===== src/rtl/usr_nbit_pkg.sv =====
// usr_nbit_pkg: shared mode encoding for the universal shift register.
// Mode constants, mode type and a small decode helper.
package usr_nbit_pkg;

    typedef enum logic [1:0] {
        MODE_HOLD = 2'b00,
        MODE_SHR  = 2'b01,
        MODE_SHL  = 2'b10,
        MODE_LOAD = 2'b11
    } usr_mode_t;

    function automatic logic is_shift(input usr_mode_t m);
        return (m == MODE_SHR) || (m == MODE_SHL);
    endfunction

endpackage


===== src/rtl/usr_nbit_frame_cnt.sv =====
// usr_frame_cnt: direction-agnostic shift counter with frame pulse.
// Clears on load, wraps at N-1 and registers a one-cycle frame pulse.
module usr_frame_cnt #(
    parameter int N     = 16,
    parameter int CNT_W = $clog2(N + 1)
) (
    input  logic             clk,
    input  logic             reset_ah_in,
    input  logic             en_in,
    input  logic             clr_in,
    input  logic             inc_in,
    output logic [CNT_W-1:0] cnt_out,
    output logic             frame_out
);

    localparam logic [CNT_W-1:0] LAST = CNT_W'(N - 1);

    // Count enabled shifts; pulse frame on the wrap from N-1 to 0.
    always_ff @(posedge clk or posedge reset_ah_in) begin
        if (reset_ah_in) begin
            cnt_out   <= '0;
            frame_out <= 1'b0;
        end else begin
            frame_out <= 1'b0;
            if (en_in) begin
                if (clr_in) begin
                    cnt_out <= '0;
                end else if (inc_in) begin
                    if (cnt_out == LAST) begin
                        cnt_out   <= '0;
                        frame_out <= 1'b1;
                    end else begin
                        cnt_out <= cnt_out + CNT_W'(1);
                    end
                end
            end
        end
    end

endmodule


===== src/rtl/usr_nbit.sv =====
// usr_nbit: N-bit universal shift register (hold/shr/shl/load).
// Optional rotation via rot_in when USR_NBIT_ROTATE_EN is defined.
module usr_nbit
    import usr_nbit_pkg::*;
#(
    parameter int N     = 16,
    parameter int CNT_W = $clog2(N + 1)
) (
    input  logic             clk,
    input  logic             reset_ah_in,
    input  logic             en_in,
    input  logic [1:0]       mode_in,
    input  logic             sr_in,
    input  logic             sl_in,
`ifdef USR_NBIT_ROTATE_EN
    input  logic             rot_in,
`endif
    input  logic [N-1:0]     d_in,
    output logic [N-1:0]     q_out,
    output logic             so_r_out,
    output logic             so_l_out,
    output logic [CNT_W-1:0] cnt_out,
    output logic             frame_out
);

    usr_mode_t  mode;
    logic [N-1:0] q_nxt;
    logic       sr_bit;
    logic       sl_bit;
    logic       shift;
    logic       load;

    assign mode = usr_mode_t'(mode_in);

`ifdef USR_NBIT_ROTATE_EN
    assign sr_bit = rot_in ? q_out[0]   : sr_in;
    assign sl_bit = rot_in ? q_out[N-1] : sl_in;
`else
    assign sr_bit = sr_in;
    assign sl_bit = sl_in;
`endif

    assign so_r_out = q_out[0];
    assign so_l_out = q_out[N-1];

    // Mode mux: next register value and counter control.
    always_comb begin
        q_nxt = q_out;
        shift = is_shift(mode);
        load  = 1'b0;
        unique case (mode)
            MODE_HOLD: q_nxt = q_out;
            MODE_SHR:  q_nxt = {sr_bit, q_out[N-1:1]};
            MODE_SHL:  q_nxt = {q_out[N-2:0], sl_bit};
            MODE_LOAD: begin
                q_nxt = d_in;
                load  = 1'b1;
            end
        endcase
    end

    // Data register; holds whenever the clock enable is low.
    always_ff @(posedge clk or posedge reset_ah_in) begin
        if (reset_ah_in) begin
            q_out <= '0;
        end else if (en_in) begin
            q_out <= q_nxt;
        end
    end

    usr_frame_cnt #(
        .N     (N),
        .CNT_W (CNT_W)
    ) u_frame_cnt (
        .clk         (clk),
        .reset_ah_in (reset_ah_in),
        .en_in       (en_in),
        .clr_in      (load),
        .inc_in      (shift),
        .cnt_out     (cnt_out),
        .frame_out   (frame_out)
    );

endmodule


===== config.mk =====
export PLATFORM = sky130hd
export DESIGN_NAME = usr_nbit
export DESIGN_NICKNAME = d
export VERILOG_FILES = /design/src/rtl/usr_nbit_pkg.sv /design/src/rtl/usr_nbit_frame_cnt.sv /design/src/rtl/usr_nbit.sv
export SDC_FILE = /design/constraint.sdc
export NUM_CORES = 1
export LEC_CHECK = 0
export CORE_ASPECT_RATIO = 1.75
export CORE_MARGIN = 1
export CORE_UTILIZATION = 46
export DETAILED_ROUTE_END_ITERATION = 8
export GPL_TIMING_DRIVEN = 0
export PLACE_DENSITY = 0.95
export SLEW_MARGIN = 10
export SYNTH_ARGS = -nofsm -noshare
export SYNTH_HDL_FRONTEND = slang
export SYNTH_SLANG_ARGS = --single-unit

===== constraint.sdc =====
create_clock -name clk -period 1.9 [get_ports clk]
set_input_delay 0.38 -clock clk [delete_from_list [all_inputs] [get_ports clk]]
set_output_delay 0.38 -clock clk [all_outputs]
set_load 0.05 [all_outputs]

==> results.yml, run 1 <==
floorplan:
  rows: 24
  core_region_area_mm2: 0.00249
  dieArea_mm2: 0.00284
  ios: 47
  die_w_um: 40.8
  die_y_um: 69.8
  start_util_pct: 48.5
placement:
  place.detailed.hpwl_um: 2420
  numPortBuffers: 46
  routabilityCongestion: 0.801
synthesis:
  yosysWarnings: 0
  syn_inst: 128
  syn_area_mm2: 0.00121
  synth.avg_cell_area_um2: 9.44
  synth-seq-cells: 22
  synthFlopType: "dfrtp_1"
  synth_fp_nets: 155
  ys_types: 22
  async_reset_ff_share_pct: 100
  yosysSeqAreaShare_pct: 45.5
  synth_edf_count: 0
sta:
  max_clock_freq_mhz: 530
  slew-limit-headroom_pct: 41.7
  finClkSkew_ns: 0.00451
  hold_viol: 0
  slew_viol_final: 0
  fin_crit_ns: 1.89
  setup-violations-final: 0
  fin_crit_sh_pct: 99.3
  worstMarginPinSlew_ns: 0.873
  fin_tns_setup_ns: 0
grt:
  antenna_found_initial: 0
  grt_start_max_net_pins: 23
  grt_first_pass_wirelength_um: 5360
  grt_pass1_vias: 1161
  globalRouteTotalUtil_pct: 26.2
  overflow: 0
drt:
  vias: 1200
  wl_per_cell_um: 16.5
  vias_per_cell: 5.88
  dr.pass1.iters: 4
  initialDrtViolationCount: 43
  wl_um: 3360
  antenna_left: 0
  drcViolationCount: 0
cells_and_area:
  finalNetCount: 206
  layout-drive-gt1-share_pct: 8.99
  final_common_cell: "clkdlybuf4s50_1"
  syn_to_final_growth_pct: 46.9
  antennaDiodeCount: 0
  final_cell_mix: "clkdlybuf4s50_1 (31), dfrtp_1 (22), nand2_1 (21)"
clock_tree:
  cts.clk_slew.worst_paths_ns: 0.08
  clock_latency_ns: 0.26
  cts_sinks: 22
  cts_hold_buf: 0
  post_cts_buffers: 0
  htree_levels: 1
  cts_tree: "yes"
  cts_made_buffers: 3
  clockBufferDepth: 2
  clock-root-buffer: "clkbuf_8"
worst_setup_path:
  crit_arrival_ns: 1.51
  max_stage_delay_ns: 0.85
  crit_type: "register to primary output"
  crit_buf_inv: 1
  slowest_stage: "clkdlybuf4s50_1"
  startpoint_type: "register"
  crit_path_max_fanout: 4
  cp.required_ns: 1.52
  cp-end-kind: "primary output"
  crit_chain: "clkdlybuf4s50_1"
  crit_family: "buffers and inverters"
power_and_ir_drop:
  total_power_uw: 1930
  seqPwrFrac_pct: 35.5
  clkPwrFrac_pct: 17.4
  p_leak_uw: 0.000910
  p_sw_uw: 857
  netSwitchingFraction_pct: 44.4
  pwr-share-comb_pct: 47.1
  power_density_mw_per_mm2: 1090
  vdd_ir_drop_max_mv: 0.762
  p_int_uw: 1070
hold_path:
  hold_class: "register to register"
status:
  status: "complete, no violations"
job:
  maxCapViolCount: 0
[routing by layer]
layer  up-vias  GRT usage (%)  wire length [µm]
li1        556              -                 -
met1       581           34.3              1270
met2        59           44.3              1880
met3         4           2.56               182
met4         0           5.19                33
met5         -              0                 0
[Yosys cell counts, types with 2 or more instances]
library cell / instances / area [µm²]
a21oi_1: 17 / 85.1
a22o_1: 16 / 140
buf_4: 6 / 45.0
buf_6: 4 / 45.0
dfrtp_1: 22 / 551
ha_1: 4 / 50.1
inv_1: 4 / 15.0
nand2_1: 21 / 78.8
nand2b_1: 2 / 12.5
nand3_1: 2 / 10.0
o21ai_0: 2 / 10.0
o21ai_1: 18 / 90.1
[sequential cells by signal, summed over array words and instances, names as in the netlist]
name,cells
u_frame_cnt.cnt_out,5
u_frame_cnt.frame_out,1
q_out,16
[metrics by stage]
step	std cells	hold WS, ns	worst slack [ns]	utilization (%)	area (µm²)
2_1_floorplan	128	0.369	0.491	-	1210
3_3_place_gp	200	0.519	-0.0449	68.3	1700
3_5_place_dp	200	0.523	-0.0880	68.3	1700
4_1_cts	204	0.542	0.0116	70.2	1750
5_1_grt	204	0.585	-0.0156	71.2	1780
6_report	204	0.542	0.0131	71.2	1780
[final timing paths]
| check | cells after the start | end | slack (ns) | from |
|---|---|---|---|---|
| max reg2reg | 3 | u_frame_cnt.frame_out | 0.66 | u_frame_cnt.cnt_out[0] |
| min | 2 | q_out[15] | 0.54 | q_out[15] |
| min in group asynchronous | 2 | q_out[3] | 0.60 | reset_ah_in |
| max in group asynchronous | 2 | q_out[8] | 0.76 | reset_ah_in |
| min reg2reg | 2 | q_out[15] | 0.54 | q_out[15] |
| max | 1 | q_out[7] | 0.01 | q_out[7] |
[power groups by stage]
stage	sequential [µW]	combinational, µW	clock, µW
2_1_floorplan	1020	261	0
3_3_place_gp	686	902	0
3_5_place_dp	691	926	0
4_1_cts	684	915	336
5_1_grt	699	955	358
6_report	685	911	336
[cell families after synthesis]
group | count (synthesis) | share of synthesized area [%]
flops | 22 | 45.5
simple gates | 30 | 11.8
compound gates | 56 | 28.7
buf+inv | 15 | 9.01
mux | 1 | 0.828
fa+ha+maj | 4 | 4.14
[tightest hold or removal path, cell delays in order, from the launching register on]
cell	delay, ns
dfrtp_1	0.39
nand2_1	0.06
o21ai_1	0.06
[layout make-up]
class / count / area, µm²
inverter: 4 / 15.0
clock buffer: 4 / 55.1
fill: 191 / 717
buffer: 11 / 93.8
timing repair buffer: 46 / 479
multi-input combinational: 91 / 549
tap: 26 / 32.5
sequential: 22 / 551
[what timing repair did]
item	CTS	global route
pin swaps	0	0
resized for setup	5	10
endpoints found under the setup margin	5	10
Note: power is estimated with default switching activity, not from simulation.
==> run 2, diff against run 1 <==
CORE_UTILIZATION = 48   (was 46)
DONT_BUFFER_PORTS = 1   (was unset)
PLACE_DENSITY = 0.74   (was 0.95)
==> results.yml, run 2 (synthesis gave the netlist of run 1 again) <==
worst_setup_path:
  crit_buf_inv: 1
  rrSetupSlack_ns: 0.34
  crit_type: "register to primary output"
  rr_worst_depth: 4
  crit_path_max_fanout: 4
  slowest_stage: "dfrtp_1"
  max_stage_delay_ns: 0.69
  cp-end-kind: "primary output"
  cp.required_ns: 1.52
  r2r_end: "u_frame_cnt.cnt_out[2]"
  startpoint_type: "register"
  crit_family: "flip-flops"
  crit_arrival_ns: 1.26
  r2r_start: "u_frame_cnt.cnt_out[0]"
  crit_chain: "buf_4"
power_and_ir_drop:
  p_leak_uw: 0.000588
  power_density_mw_per_mm2: 1300
  total_power_uw: 1680
  vdd_ir_drop_max_mv: 0.887
floorplan:
  rows: 23
  core_region_area_mm2: 0.00233
  dieArea_mm2: 0.00273
  ios: 47
  die_y_um: 68.4
  start_util_pct: 51.9
  die_w_um: 39.9
cells_and_area:
  antennaDiodeCount: 0
  final_cell_mix: "dfrtp_1 (22), nand2_1 (21), o21ai_1 (18)"
  layout-drive-gt1-share_pct: 12.1
  largest_reg_flops: 16
  finalNetCount: 160
  final_common_cell: "dfrtp_1"
  top_regs: "q_out (16), u_frame_cnt.cnt_out (5), u_frame_cnt.frame_out (1)"
  top_register: "q_out"
  syn_to_final_growth_pct: 7.14
  stdcell_area_mm2: 0.00129
drt:
  vias: 946
  vias_per_cell: 6.03
  dr.pass1.iters: 6
  initialDrtViolationCount: 31
  wl_um: 2640
  antenna_left: 0
  wl_per_cell_um: 16.8
  drcViolationCount: 0
sta:
  fin_tns_setup_ns: 0
  worstMarginPinSlew_ns: 0.809
  slew_viol_final: 0
  setup-violations-final: 0
  rsz0062_at_grt: "false"
  slew-limit-headroom_pct: 46.0
  hold_viol: 0
  max_clock_freq_mhz: 611
  fin_crit_sh_pct: 86.2
  finClkSkew_ns: 0.00231
  fin_crit_ns: 1.64
status:
  status: "complete, no violations"
placement:
  place.detailed.hpwl_um: 1990
  routabilityCongestion: 0.702
  numPortBuffers: 0
  place_area_mm2: 0.00124
clock_tree:
  post_cts_resized: 0
  cts_hold_buf: 0
  clock-root-buffer: "clkbuf_8"
  clockBufferDepth: 2
  htree_levels: 1
  cts_tree: "yes"
  cts.clk_slew.worst_paths_ns: 0.08
  post_cts_buffers: 0
  clock_latency_ns: 0.26
  cts_made_buffers: 3
  cts_sinks: 22
grt:
  grt_pass1_vias: 952
  globalRouteTotalUtil_pct: 22.0
  grt_first_pass_wirelength_um: 4060
  grt_start_max_net_pins: 23
  antenna_found_initial: 0
  overflow: 0
job:
  maxCapViolCount: 0
hold_path:
  hold_class: "input pin to async pin"
run 2: cell types whose count changed in the layout (fill, tap and decap cells not counted), sizes merged:
cell	delta
clkdlybuf4s50	-31
dlymetal6s2s	-10
dlygate4sd2	-5
run 2: worst max-delay path by stage:
| stage | slack (ns) | depth (start not counted) | startpoint | end |
|---|---|---|---|---|
| 5_1_grt | 0.16 | 4 | u_frame_cnt.cnt_out[0] | u_frame_cnt.cnt_out[2] |
| 2_1_floorplan | 0.49 | 4 | u_frame_cnt.cnt_out[0] | u_frame_cnt.cnt_out[0] |
| 4_1_cts | 0.27 | 1 | q_out[15] | q_out[15] |
| 3_3_place_gp | 0.38 | 4 | u_frame_cnt.cnt_out[0] | u_frame_cnt.cnt_out[3] |
| 3_5_place_dp | 0.33 | 4 | u_frame_cnt.cnt_out[1] | u_frame_cnt.cnt_out[0] |
| 6_report | 0.26 | 1 | q_out[15] | q_out[15] |
run 2: layout make-up:
class,count,area [µm²]
Sequential cell,22,551
Tap cell,25,31.3
Inverter,4,15.0
Fill cell,211,1040
Clock buffer,4,55.1
Multi-Input combinational cell,91,549
Buffer,11,93.8
run 2: metal layers:
layer | GRT usage (%) | up-vias | part of all wire, %
met2 | 38.1 | 38 | 53
met3 | 4.87 | 6 | 5.8
li1 | - | 464 | -
met5 | 0 | - | 0
met1 | 22.6 | 438 | 39
met4 | 12.5 | 0 | 2.4
run 2: per-stage QoR:
stage | std cells | setup slack (ns) | hold WS (ns) | util, %
floorplan | 128 | 0.491 | 0.369 | -
global placement | 153 | 0.384 | 0.474 | 53.2
detailed placement | 153 | 0.334 | 0.479 | 53.2
CTS | 157 | 0.267 | 0.184 | 55.6
global route | 157 | 0.158 | 0.246 | 55.6
finish | 157 | 0.263 | 0.158 | 55.6
run 2: power by group:
| group | total, µW | switching, µW | internal, µW |
|---|---|---|---|
| clock | 335 | 150 | 185 |
| sequential | 1040 | 484 | 557 |
| combinational | 302 | 165 | 137 |
==> run 3, diff against run 2 <==
CORE_ASPECT_RATIO = unset   (was 1.75)
CORE_UTILIZATION = 65   (was 48)
PLACE_DENSITY = 0.92   (was 0.74)
==> results.yml, run 3 (synthesis gave the netlist of run 1 again) <==
drt:
  wl_per_cell_um: 17.0
  vias: 1013
  initialDrtViolationCount: 29
  vias_per_cell: 6.45
  drcViolationCount: 0
  dr.pass1.iters: 4
  antenna_left: 0
  wl_um: 2670
cells_and_area:
  final_common_cell: "dfrtp_1"
  finalNetCount: 160
  fillers: 128
  syn_to_final_growth_pct: 6.94
  layout-drive-gt1-share_pct: 12.1
  antennaDiodeCount: 0
  largest_reg_flops: 16
  top_register: "q_out"
  final_cell_mix: "dfrtp_1 (22), nand2_1 (21), o21ai_1 (18)"
  top_regs: "q_out (16), u_frame_cnt.cnt_out (5), u_frame_cnt.frame_out (1)"
  stdcell_count: 157
sta:
  slew-limit-headroom_pct: 44.5
  finClkSkew_ns: 0.00507
  hold_ws_ns: 0.101
  max_clock_freq_mhz: 585
  slew_viol_final: 0
  worstMarginPinSlew_ns: 0.832
  worst_slack_ns: 0.192
  fin_tns_setup_ns: 0
  rsz0062_at_grt: "false"
  hold_viol: 0
  fin_crit_ns: 1.71
  setup-violations-final: 0
  fin_crit_sh_pct: 89.9
worst_setup_path:
  crit_path_max_fanout: 4
  startpoint_type: "register"
  slowest_stage: "dfrtp_1"
  path_depth: 1
  crit_end: "q_out[0]"
  crit_arrival_ns: 1.33
  r2r_end: "u_frame_cnt.cnt_out[2]"
  cp-end-kind: "primary output"
  crit_type: "register to primary output"
  r2r_start: "u_frame_cnt.cnt_out[1]"
  rrSetupSlack_ns: 0.31
  crit_family: "flip-flops"
  crit_buf_inv: 1
  startpoint: "q_out[0]"
  cp.required_ns: 1.52
  max_stage_delay_ns: 0.71
  rr_worst_depth: 4
  crit_chain: "buf_4"
clock_tree:
  clock_latency_ns: 0.32
  post_cts_resized: 0
  cts_hold_buf: 0
  cts_tree: "yes"
  clockBufferDepth: 2
  cts_sinks: 22
  clock-root-buffer: "clkbuf_4"
  post_cts_buffers: 0
  htree_levels: 1
  cts_made_buffers: 3
  cts.clk_slew.worst_paths_ns: 0.13
hold_path:
  hold_class: "input pin to async pin"
placement:
  routabilityCongestion: 0.725
  pre_cts_slack_ns: 0.332
  numPortBuffers: 0
  place.detailed.hpwl_um: 1940
  dp_cells: 153
power_and_ir_drop:
  vdd_ir_drop_max_mv: 0.926
  p_leak_uw: 0.000587
  power_density_mw_per_mm2: 1330
floorplan:
  ios: 47
  die_y_um: 45.1
  core_region_area_mm2: 0.00173
  rows: 15
  dieArea_mm2: 0.00204
  die_w_um: 45.1
  start_util_pct: 70.0
grt:
  grt_pass1_vias: 914
  grt_start_max_net_pins: 23
  antenna_found_initial: 0
  overflow: 0
  grt_first_pass_wirelength_um: 4160
  globalRouteTotalUtil_pct: 28.8
status:
  status: "complete, no violations"
job:
  maxCapViolCount: 0
-- run 3: per-stage QoR --
step / instance area, µm² / utilization (%) / power, µW
after floorplan: 1210 / - / 1280
after global placement: 1240 / 71.8 / 1330
after detailed placement: 1240 / 71.8 / 1360
after CTS: 1290 / 74.9 / 1720
after global routing: 1290 / 74.9 / 1790
final: 1290 / 74.9 / 1710
-- run 3: how the worst min path moves through the flow --
| stage | start | to | slack [ns] | cells past startpoint |
|---|---|---|---|---|
| 6_report | reset_ah_in | q_out[11] | 0.10 | 1 |
| 4_1_cts | reset_ah_in | q_out[11] | 0.13 | 1 |
| 5_1_grt | reset_ah_in | q_out[8] | 0.18 | 1 |
| 2_1_floorplan | reset_ah_in | q_out[0] | 0.37 | 1 |
| 3_3_place_gp | reset_ah_in | q_out[13] | 0.47 | 1 |
| 3_5_place_dp | reset_ah_in | q_out[14] | 0.48 | 1 |
-- run 3: layout make-up --
cell class / count / area [µm²] / area share (%)
Buffer: 11 / 93.8 / 7.26
Clock buffer: 3 / 22.5 / 1.74
Clock inverter: 1 / 30.0 / 2.32
Inverter: 4 / 15.0 / 1.16
Multi-Input combinational cell: 91 / 549 / 42.5
Sequential cell: 22 / 551 / 42.6
Tap cell: 25 / 31.3 / 2.42
-- run 3: per-layer routing --
layer	part of all wire (%)	routed length [µm]	GRT usage (%)
met5	0	0	0
met4	1.9	52	12.1
met3	8.0	214	5.60
met2	52	1380	47.0
met1	38	1030	37.5
-- run 3: power breakdown --
group / total, µW / leakage, µW / internal [µW] / switching [µW]
clock network: 364 / 0.0000279 / 213 / 151
logic: 307 / 0.000279 / 137 / 170
registers: 1040 / 0.000280 / 557 / 486
